`src/rtl/adder_share_ctrl_pkg.sv`:
```
// Shared types and constants for the shared-adder sequencer.
package adder_share_ctrl_pkg;
  localparam int DATA_W = 32;

  typedef enum logic [1:0] {
    S_IDLE = 2'd0,
    S_ADD  = 2'd1,
    S_RESP = 2'd2
  } state_e;

  typedef logic [DATA_W-1:0] word_t;
endpackage

```
`src/rtl/adder_share_ctrl_if.sv`:
```
// Requester and response channels of the shared-adder sequencer.
interface adder_share_ctrl_if #(
  parameter int N_REQ = 4,
  parameter int ID_W  = 2,
  parameter int CNT_W = 16
);
  logic [N_REQ-1:0]                                    req_valid;
  logic [N_REQ-1:0]                                    req_ready;
  logic [N_REQ-1:0][adder_share_ctrl_pkg::DATA_W-1:0]  req_a;
  logic [N_REQ-1:0][adder_share_ctrl_pkg::DATA_W-1:0]  req_b;
  logic                                                resp_valid;
  logic                                                resp_ready;
  logic [adder_share_ctrl_pkg::DATA_W-1:0]             resp_sum;
  logic [ID_W-1:0]                                     resp_id;
  logic                                                busy;
  logic [CNT_W-1:0]                                    op_count;

  modport slave (
    input  req_valid, req_a, req_b, resp_ready,
    output req_ready, resp_valid, resp_sum, resp_id, busy, op_count
  );

  modport master (
    output req_valid, req_a, req_b, resp_ready,
    input  req_ready, resp_valid, resp_sum, resp_id, busy, op_count
  );
endinterface

```
`src/rtl/_32bit_adder.sv`:
```
// Plain 32-bit adder; carry-out is not produced.
module _32bit_adder (
  input  logic [31:0] i_a,
  input  logic [31:0] i_b,
  output logic [31:0] o_sum
);
  assign o_sum = i_a + i_b;
endmodule

```
`src/rtl/rr_arbiter.sv`:
```
// Combinational round-robin arbiter: first valid requester above i_ptr wins.
module rr_arbiter #(
  parameter int N_REQ = 4,
  parameter int ID_W  = 2
) (
  input  logic [N_REQ-1:0] i_req_valid,
  input  logic [ID_W-1:0]  i_ptr,
  input  logic             i_en,
  output logic [N_REQ-1:0] o_gnt,
  output logic [ID_W-1:0]  o_gnt_idx
);
  logic [ID_W-1:0] w_idx;

  // Scan from farthest to nearest so the nearest candidate overwrites the rest.
  always_comb begin
    o_gnt     = '0;
    o_gnt_idx = '0;
    w_idx     = '0;
    if (i_en) begin
      for (int k = N_REQ; k >= 1; k--) begin
        w_idx = ID_W'((int'(i_ptr) + k) % N_REQ);
        if (i_req_valid[w_idx]) begin
          o_gnt        = '0;
          o_gnt[w_idx] = 1'b1;
          o_gnt_idx    = w_idx;
        end
      end
    end
  end
endmodule

```
`src/rtl/adder_share_ctrl.sv`:
```
// Time-multiplexes one 32-bit adder between N_REQ requesters with
// round-robin grant, registered operands and a single response channel.
module adder_share_ctrl
  import adder_share_ctrl_pkg::*;
#(
  parameter int N_REQ = 4,
  parameter int ID_W  = 2,
  parameter int CNT_W = 16
) (
  input  logic             clk,
  input  logic             rst_n,
  adder_share_ctrl_if.slave bus
);
  state_e           r_state, w_state_nxt;
  logic [ID_W-1:0]  r_ptr, r_id, w_gnt_idx;
  logic [N_REQ-1:0] w_gnt;
  word_t            r_op_a, r_op_b, r_sum, w_sum;
  logic [CNT_W-1:0] r_cnt;
  logic             w_arb_en, w_take, w_done;

  assign w_arb_en = (r_state == S_IDLE);
  assign w_take   = |w_gnt;
  assign w_done   = (r_state == S_RESP) && bus.resp_ready;

  rr_arbiter #(.N_REQ(N_REQ), .ID_W(ID_W)) u_arb (
    .i_req_valid (bus.req_valid),
    .i_ptr       (r_ptr),
    .i_en        (w_arb_en),
    .o_gnt       (w_gnt),
    .o_gnt_idx   (w_gnt_idx)
  );

  _32bit_adder u_add (
    .i_a   (r_op_a),
    .i_b   (r_op_b),
    .o_sum (w_sum)
  );

  always_ff @(posedge clk or negedge rst_n) begin
    if (!rst_n) r_state <= S_IDLE;
    else        r_state <= w_state_nxt;
  end

  always_comb begin
    w_state_nxt = r_state;
    unique case (r_state)
      S_IDLE:  if (w_take) w_state_nxt = S_ADD;
      S_ADD:   w_state_nxt = S_RESP;
      S_RESP:  if (bus.resp_ready) w_state_nxt = S_IDLE;
      default: w_state_nxt = S_IDLE;
    endcase
  end

  // Pointer starts at N_REQ-1 so requester 0 is searched first after reset.
  always_ff @(posedge clk or negedge rst_n) begin
    if (!rst_n) begin
      r_ptr  <= ID_W'(N_REQ - 1);
      r_id   <= '0;
      r_op_a <= '0;
      r_op_b <= '0;
      r_sum  <= '0;
      r_cnt  <= '0;
    end else begin
      if (w_take) begin
        r_op_a <= bus.req_a[w_gnt_idx];
        r_op_b <= bus.req_b[w_gnt_idx];
        r_id   <= w_gnt_idx;
        r_ptr  <= w_gnt_idx;
      end
      if (r_state == S_ADD) r_sum <= w_sum;
      if (w_done)           r_cnt <= r_cnt + 1'b1;
    end
  end

  assign bus.req_ready  = w_gnt;
  assign bus.resp_valid = (r_state == S_RESP);
  assign bus.resp_sum   = r_sum;
  assign bus.resp_id    = r_id;
  assign bus.busy       = (r_state != S_IDLE);
  assign bus.op_count   = r_cnt;
endmodule

```
`src/flat_wrapper.sv`:
```
// flat-port wrapper written by rule: the top's interface ports become plain ports
module adder_share_ctrl_flat import adder_share_ctrl_pkg::*;
#(
  parameter int N_REQ = 4,
  parameter int ID_W  = 2,
  parameter int CNT_W = 16
)
  (clk, rst_n, bus_req_valid, bus_req_a, bus_req_b, bus_resp_ready, bus_req_ready, bus_resp_valid, bus_resp_sum, bus_resp_id, bus_busy, bus_op_count);
  adder_share_ctrl_if #(.N_REQ(N_REQ), .ID_W(ID_W), .CNT_W(CNT_W)) bus_i ();
  input  logic clk;
  input  logic rst_n;
  input wire logic [$bits(bus_i.req_valid)-1:0] bus_req_valid;
  input wire logic [$bits(bus_i.req_a)-1:0] bus_req_a;
  input wire logic [$bits(bus_i.req_b)-1:0] bus_req_b;
  input wire logic [$bits(bus_i.resp_ready)-1:0] bus_resp_ready;
  output wire logic [$bits(bus_i.req_ready)-1:0] bus_req_ready;
  output wire logic [$bits(bus_i.resp_valid)-1:0] bus_resp_valid;
  output wire logic [$bits(bus_i.resp_sum)-1:0] bus_resp_sum;
  output wire logic [$bits(bus_i.resp_id)-1:0] bus_resp_id;
  output wire logic [$bits(bus_i.busy)-1:0] bus_busy;
  output wire logic [$bits(bus_i.op_count)-1:0] bus_op_count;
  assign bus_i.req_valid = bus_req_valid;
  assign bus_i.req_a = bus_req_a;
  assign bus_i.req_b = bus_req_b;
  assign bus_i.resp_ready = bus_resp_ready;
  assign bus_req_ready = bus_i.req_ready;
  assign bus_resp_valid = bus_i.resp_valid;
  assign bus_resp_sum = bus_i.resp_sum;
  assign bus_resp_id = bus_i.resp_id;
  assign bus_busy = bus_i.busy;
  assign bus_op_count = bus_i.op_count;
  adder_share_ctrl #(.N_REQ(N_REQ), .ID_W(ID_W), .CNT_W(CNT_W)) u_core (.clk(clk), .rst_n(rst_n), .bus(bus_i));
endmodule
```
`config.mk`:
```
export PLATFORM = sky130hd
export DESIGN_NAME = adder_share_ctrl_flat
export DESIGN_NICKNAME = d
export VERILOG_FILES = /design/src/rtl/adder_share_ctrl_pkg.sv /design/src/rtl/adder_share_ctrl_if.sv /design/src/rtl/_32bit_adder.sv /design/src/rtl/rr_arbiter.sv /design/src/rtl/adder_share_ctrl.sv /design/src/flat_wrapper.sv
export SDC_FILE = /design/constraint.sdc
export NUM_CORES = 1
export LEC_CHECK = 0
export CORE_UTILIZATION = 45
export CTS_CLUSTER_SIZE = 28
export DETAILED_ROUTE_END_ITERATION = 10
export HOLD_SLACK_MARGIN = 0.1
export PLACE_DENSITY_LB_ADDON = 0.12
export REMOVE_ABC_BUFFERS = 1
export SLEW_MARGIN = 0
export SYNTH_ARGS = -nofsm -noshare
export SYNTH_HDL_FRONTEND = slang
export SYNTH_SLANG_ARGS = --single-unit
```
`constraint.sdc`:
```
create_clock -name clk -period 4.2 [get_ports clk]
set_clock_uncertainty 0.15 [all_clocks]
set_input_delay 1.26 -clock clk [delete_from_list [all_inputs] [get_ports clk]]
set_output_delay 1.26 -clock clk [all_outputs]
set_load 0.05 [all_outputs]
```
---- After elaboration in Yosys (flattened, before gate mapping) ----
Cells that the tools add are included.
cells by class
  add/subtract/negate cells ............... 6
  multiply operators ...................... 0
  divide/modulo/power cells ............... 0
  order comparisons ....................... 9
  equal/unequal tests ..................... 4
  shift operators ......................... 0
  muxes and demuxes ....................... 33
  bitwise gates (word level) .............. 0
  reductions and logical operators ........ 9
operator list
  operator                                                                              count
  32-bit binary-select mux with 2-bit select                                            2
  32-bit 2-to-1 mux                                                                     2
  32-bit adder                                                                          1
  4-bit 2-to-1 mux                                                                      5
  16-bit by 1-bit adder with 16-bit output (second input constant)                      1
  2-bit by 3-bit less-than comparator with 1-bit output (second input constant)         5
  2-bit 2-to-1 mux                                                                      7
  1-bit binary-select mux with 2-bit select                                             4
  1-bit demux with 2-bit select                                                         4
  2-bit by 1-bit greater-or-equal comparator with 1-bit output (second input constant)  4
  1-bit 2-to-1 mux                                                                      8
  2-bit one-hot mux with 3 select lines                                                 1
  1-bit logical AND                                                                     5
  2-bit by 1-bit adder with 2-bit output (second input constant)                        2
  2-bit adder (second input constant)                                                   2
  4-bit OR reduction                                                                    1
  2-bit by 1-bit equality test with 1-bit output (second input constant)                1
  2-bit equality test (second input constant)                                           1
  2-bit zero test                                                                       1
  2-bit by 1-bit inequality test with 1-bit output (second input constant)              1
  2-bit inequality test (second input constant)                                         1
  2-bit AND reduction                                                                   1
  2-bit nonzero test                                                                    1
storage, ports and cells
  bits in registers ....................... 118
  latch bits .............................. 0
  memory bits (writable) .................. 0
  bits in read-only memories .............. 0
  bits of input ports ..................... 263
  output and inout port bits .............. 56
  logic and storage cells ................. 68
  memories ................................ 0

---- Longest topological paths before layout ----
  word-level depth ........................ 13
  depth in mapped cells ................... 13
  mapped depth without buffers ............ 10

---- Cells and area by module ----
From an unflattened synthesis, not the netlist that was laid out.
unflattened totals
  cells, all modules ...................... 673
  area, all modules ....................... 8418.1 sq um
by module, submodules not included
  module            times used  cells an instance  area each (sq um)  sequential area each (sq um)
  adder_share_ctrl  1           363                6152.2             2955.3
  _32bit_adder      1           241                1744.2             0.0
  rr_arbiter        1           69                 521.8              0.0

---- Least setup slack after synthesis ----
OpenSTA, ideal clock, no wires.
  path kind ............................... register to output
  from .................................... reg u_core.r_ptr[0]
  to ...................................... out bus_req_ready[2]
  data arrival time ....................... 3.436 ns
  data required time ...................... 2.790 ns
  slack ................................... -0.646 ns
  stages on the path, launching flop included .. 8
  path buffers ............................ 3
  path through ............................ dfstp_2 buf_2 buf_2 inv_1 ha_1 mux4_2 clkbuf_1 a2111oi_2
between the ends
  longest elaborated chain between the ends .. 10
  elaborated cells between the ends (all ways) .. 37
  those cells by class .................... add/sub: 4; order compare: 8; mux: 21; reduce/logical: 4
ends and longest elaborated chain
  item                                                                                                                                                                line                    text
  from (decl)                                                                                                                                                         adder_share_ctrl.sv:15  logic [ID_W-1:0] r_ptr, r_id, w_gnt_idx;
  from (signal assigned)                                                                                                                                              adder_share_ctrl.sv:57  r_ptr <= ID_W'(N_REQ - 1);
  from (signal assigned)                                                                                                                                              adder_share_ctrl.sv:68  r_ptr <= w_gnt_idx;
  2-bit by 1-bit adder with 2-bit output                                                                                                                              rr_arbiter.sv:21        w_idx = ID_W'((int'(i_ptr) + k) % N_REQ);
  2-bit by 3-bit less-than comparator with 1-bit output (not written as such) / 2-bit by 1-bit greater-or-equal comparator with 1-bit output (equally long branches)  rr_arbiter.sv:24        o_gnt[w_idx] = 1'b1;
  1-bit logical AND (not written as such)                                                                                                                             rr_arbiter.sv:24
  1-bit 2-to-1 mux (not written as such)                                                                                                                              rr_arbiter.sv:24
  1-bit demux with 2-bit select                                                                                                                                       rr_arbiter.sv:24
  4-bit 2-to-1 mux (3 in series)                                                                                                                                      rr_arbiter.sv:22        if (i_req_valid[w_idx]) begin
  4-bit 2-to-1 mux *                                                                                                                                                  rr_arbiter.sv:22
  4-bit 2-to-1 mux *                                                                                                                                                  rr_arbiter.sv:19        if (i_en) begin
  to (decl)                                                                                                                                                           flat_wrapper.sv:16      output wire logic [$bits(bus_i.req_ready)-1:0] bus_req_ready;
Every way passes the cells marked *; elsewhere a longest branch is shown, timed or not. The select of a mux whose other input is x is not followed.

---- Final worst setup path ----
  from .................................... in bus_req_valid[0]
  to ...................................... out bus_req_ready[1]
between the ends
  longest elaborated chain between the ends .. 7
  elaborated cells between the ends (all ways) .. 13
  those cells by class .................... mux: 13
ends and longest elaborated chain
  item                                       line                text
  from (decl)                                flat_wrapper.sv:12  input wire logic [$bits(bus_i.req_valid)-1:0] bus_req_valid;
  1-bit binary-select mux with 2-bit select  rr_arbiter.sv:22
  1-bit 2-to-1 mux (not written as such)     rr_arbiter.sv:22
  4-bit 2-to-1 mux (3 in series)             rr_arbiter.sv:22
  4-bit 2-to-1 mux *                         rr_arbiter.sv:22
  4-bit 2-to-1 mux *                         rr_arbiter.sv:19
Marks and branches as above.

==> flow_metrics.env <==
export IMPL_fin_setup_tns_ns=-0.0461
export IMPL_avgSynthCellArea_um2=8.26
export IMPL_grt_use_total_pct=27.0
export IMPL_crit_path_max_incr_delay_ns=0.52
export IMPL_synth_main_ff_cell="dfrtp_1"
export IMPL_fmax_ghz=0.237
export IMPL_finalNonFillerCells=1586
export IMPL_drtAntennaViolNets=0
export IMPL_crit_buf_inv=3
export IMPL_cts_sinks=118
export IMPL_antenna_found_initial=0
export IMPL_synth_common_cells="nand2_1 (192), a21oi_1 (163), dfrtp_1 (116), a21o_1 (78), a221oi_1 (63)"
export IMPL_setup_ws_ns=-0.0258
export IMPL_worst_pin_slew_ns=0.724
export IMPL_place_inst=1548
export IMPL_hold_path_cell_count=1
export IMPL_critPathRequiredTime_ns=2.79
export IMPL_cp_data_arrival_time_ns=2.82
export IMPL_synthTopCellsByArea="dfrtp_1 (35%), a21oi_1 (9.8%), nand2_1 (8.6%), a21o_1 (7.0%), a221oi_1 (6.6%)"
export IMPL_insertion_delay_ns=0.42
export IMPL_relSlewSlack_pct=51.7
export IMPL_synth_distinct_cells=60
export IMPL_cts_buffer_depth=2
export IMPL_drive_gt1_share_pct=10.7
export IMPL_ys_warn_count=0
export IMPL_cts_buffers=17
export IMPL_grt_setup_unrepaired="yes"
export IMPL_firstDrtPassIters=8
export IMPL_rr_endpoint="u_core.r_op_b[7]$_DFFE_PN0P_"
export IMPL_port_buffers=318
export IMPL_pwr_density_cell_nw_per_um2=956
export IMPL_die_area_um2=19100
export IMPL_drt_iter0_drc=468
export IMPL_start_util_pct=46.1
export IMPL_report_final_setup_viol=3
export IMPL_dieHeight_um=138
export IMPL_fin_crit_sh_pct=101
export IMPL_hold_end="u_core.bus.op_count[15]$_DFFE_PN0P_"
export IMPL_hpwlAfterDp_mm=19.3
export IMPL_drv_cap=0
export IMPL_crit_reg2reg_launch="u_core.r_ptr[0]$_DFFE_PN1P_"
export IMPL_coreArea_um2=18100
export IMPL_peakVddDrop_v=0.000509
export IMPL_globalplace_congestion=0.884
export IMPL_areaGrowthSynthToFinish_pct=55.5
export IMPL_ff2ff_path_depth=12
export IMPL_ios=319
export IMPL_criticalPathCategory="in -> out"
export IMPL_min_from="u_core.bus.op_count[15]$_DFFE_PN0P_"
export IMPL_crit_chain="buf_8 > mux4_2 > nand3b_1 > a221o_1 > a21oi_2 > buf_4 > buf_12"
export IMPL_netlist_area_um2=8350
export IMPL_post_route_util_pct=71.7
export IMPL_synth_seq_area_share_pct=35.4
export IMPL_finalCriticalPeriod_ns=4.23
export IMPL_clock_root_buffer="clkbuf_16"
export IMPL_hold_viol=0
export IMPL_via_per_inst=5.69
export IMPL_slew_viol_final=0
export IMPL_via_count=9022
export IMPL_grt_pass1_wl_mm=42.1
export IMPL_die_w_um=138
export IMPL_final_nets=1646
export IMPL_synth_most_common_cell="nand2_1"
export IMPL_crit_path_end_kind="output pin"
export IMPL_insertedDiodeCount=0
export IMPL_synthArstFlopShare_pct=100
export IMPL_hp_class="reg -> reg"
export IMPL_htree_num_levels=4
export IMPL_p_leak_uw=0.00565
export IMPL_synth_top_area_cell="dfrtp_1"
export IMPL_grt_max_degree=80
export IMPL_outcome="complete, but fails checks"
export IMPL_slowest_stage="mux4_2"
export IMPL_num_rows=49
export IMPL_synth_edf_count=0
export IMPL_violations="design-rule violations, negative setup slack"
export IMPL_cts_tree="built"
export IMPL_r2r_slack_ns=0.67
export IMPL_drc=40
export IMPL_setup_worst_path_start_class="primary input"
export IMPL_clk_pin_slew_ns=0.06
export IMPL_ys_ff_latch=118
export IMPL_synth_top_area_share_pct=34.8
export IMPL_wl_per_cell_um=16.1
export IMPL_crit_family="multiplexers"
export IMPL_grt_pass1_vias=8677
export IMPL_crit_path_max_fanout=6
export IMPL_syn_inst=1010
export IMPL_totalWireLength_mm=25.6
export IMPL_grt_ovfl_total=0
## cell families (layout without fill, tap and decap cells)
logic type | count (synthesis) | in the layout | synth area share (%)
flip-flops | 118 | 118 | 35.4
buffers and inverters | 93 | 440 | 4.54
adder cells (fa/ha/maj) | 39 | 39 | 5.94
multiplexers | 7 | 7 | 1.45
AND/OR/NAND/NOR | 308 | 308 | 16.6
AO/OA/AOI/OAI | 410 | 410 | 32.4
XOR/XNOR | 35 | 35 | 3.67
## placed cells by master (no fill, tap or decap), types with 8 or more instances in the layout
cell type / netlist / final
clkdlybuf4s50_1: 0 / 309
nand2_1: 192 / 192
a21oi_1: 163 / 160
dfrtp_1: 116 / 116
a21o_1: 78 / 78
a221oi_1: 63 / 62
buf_4: 1 / 58
ha_1: 38 / 37
o21ai_0: 33 / 33
nor2_1: 23 / 23
nand3_1: 21 / 21
xnor2_1: 20 / 20
clkbuf_16: 0 / 17
buf_12: 0 / 17
xor2_1: 15 / 15
inv_1: 16 / 14
o211ai_1: 11 / 11
nor3_1: 10 / 10
and3_1: 10 / 10
nand4_1: 10 / 10
nor2b_1: 9 / 8
## routing by layer
metal  track usage, %  share of wire [%]  up-vias
li1                 -                  -     4404
met1             32.7                 41     4312
met2             48.0                 50      279
met3             6.41                6.7       27
met4             7.10                1.4        0
met5                0                  0        -
## flip-flops by register name, summed over array words and instances, names as in the netlist
register / flops
u_core.bus.resp_sum: 32
u_core.r_op_a: 32
u_core.r_op_b: 32
u_core.bus.op_count: 16
u_core.bus.resp_id: 2
u_core.r_ptr: 2
u_core.r_state: 2
## how the worst max path moves through the flow
stage,start,to,slack [ns],cells after the start
final,bus_req_valid[0],bus_req_ready[1],-0.03,7
after global routing,bus_req_valid[0],bus_req_ready[1],-0.08,7
after CTS,bus_req_valid[0],bus_req_ready[3],0.006,7
after detailed placement,bus_req_valid[0],bus_req_ready[2],-0.51,6
after global placement,bus_req_valid[0],bus_req_ready[2],-0.46,6
after floorplan,u_core.r_ptr[0]$_DFFE_PN1P_,u_core.r_op_a[1]$_DFFE_PN0P_,-5.55,8
## area by class of cell
class	count	area, µm²
multi-input cells	799	5090
clock inverters	14	175
fillers	1409	5110
inverters	16	60.1
clock buffers	18	439
repair buffers	392	3960
flip-flops and latches	118	2960
well taps	229	287
## per-stage QoR
step	instance area [µm²]	total power, µW	hold WS (ns)	setup slack (ns)
5_1_grt	13000	13400	0.338	-0.0751
2_1_floorplan	8030	7370	0.304	-5.55
6_report	13000	12400	0.314	-0.0258
4_1_cts	13000	12400	0.322	0.00571
3_3_place_gp	12200	10600	0.304	-0.458
3_5_place_dp	12200	10800	0.309	-0.513
## repair_timing
action	4_1_cts	5_1_grt
endpoints found under the setup margin	4	4
resized for setup	32	6
hold buffers	0	0
pin swaps	6	4
cloned	0	0
buffers inserted	6	0
## where the power goes
part           total (µW)  internal (µW)  switching [µW]
registers            2040           1730             314
logic                8850           3860            5000
clock network        1510            951             559
Power figures use the tool's default switching activity.
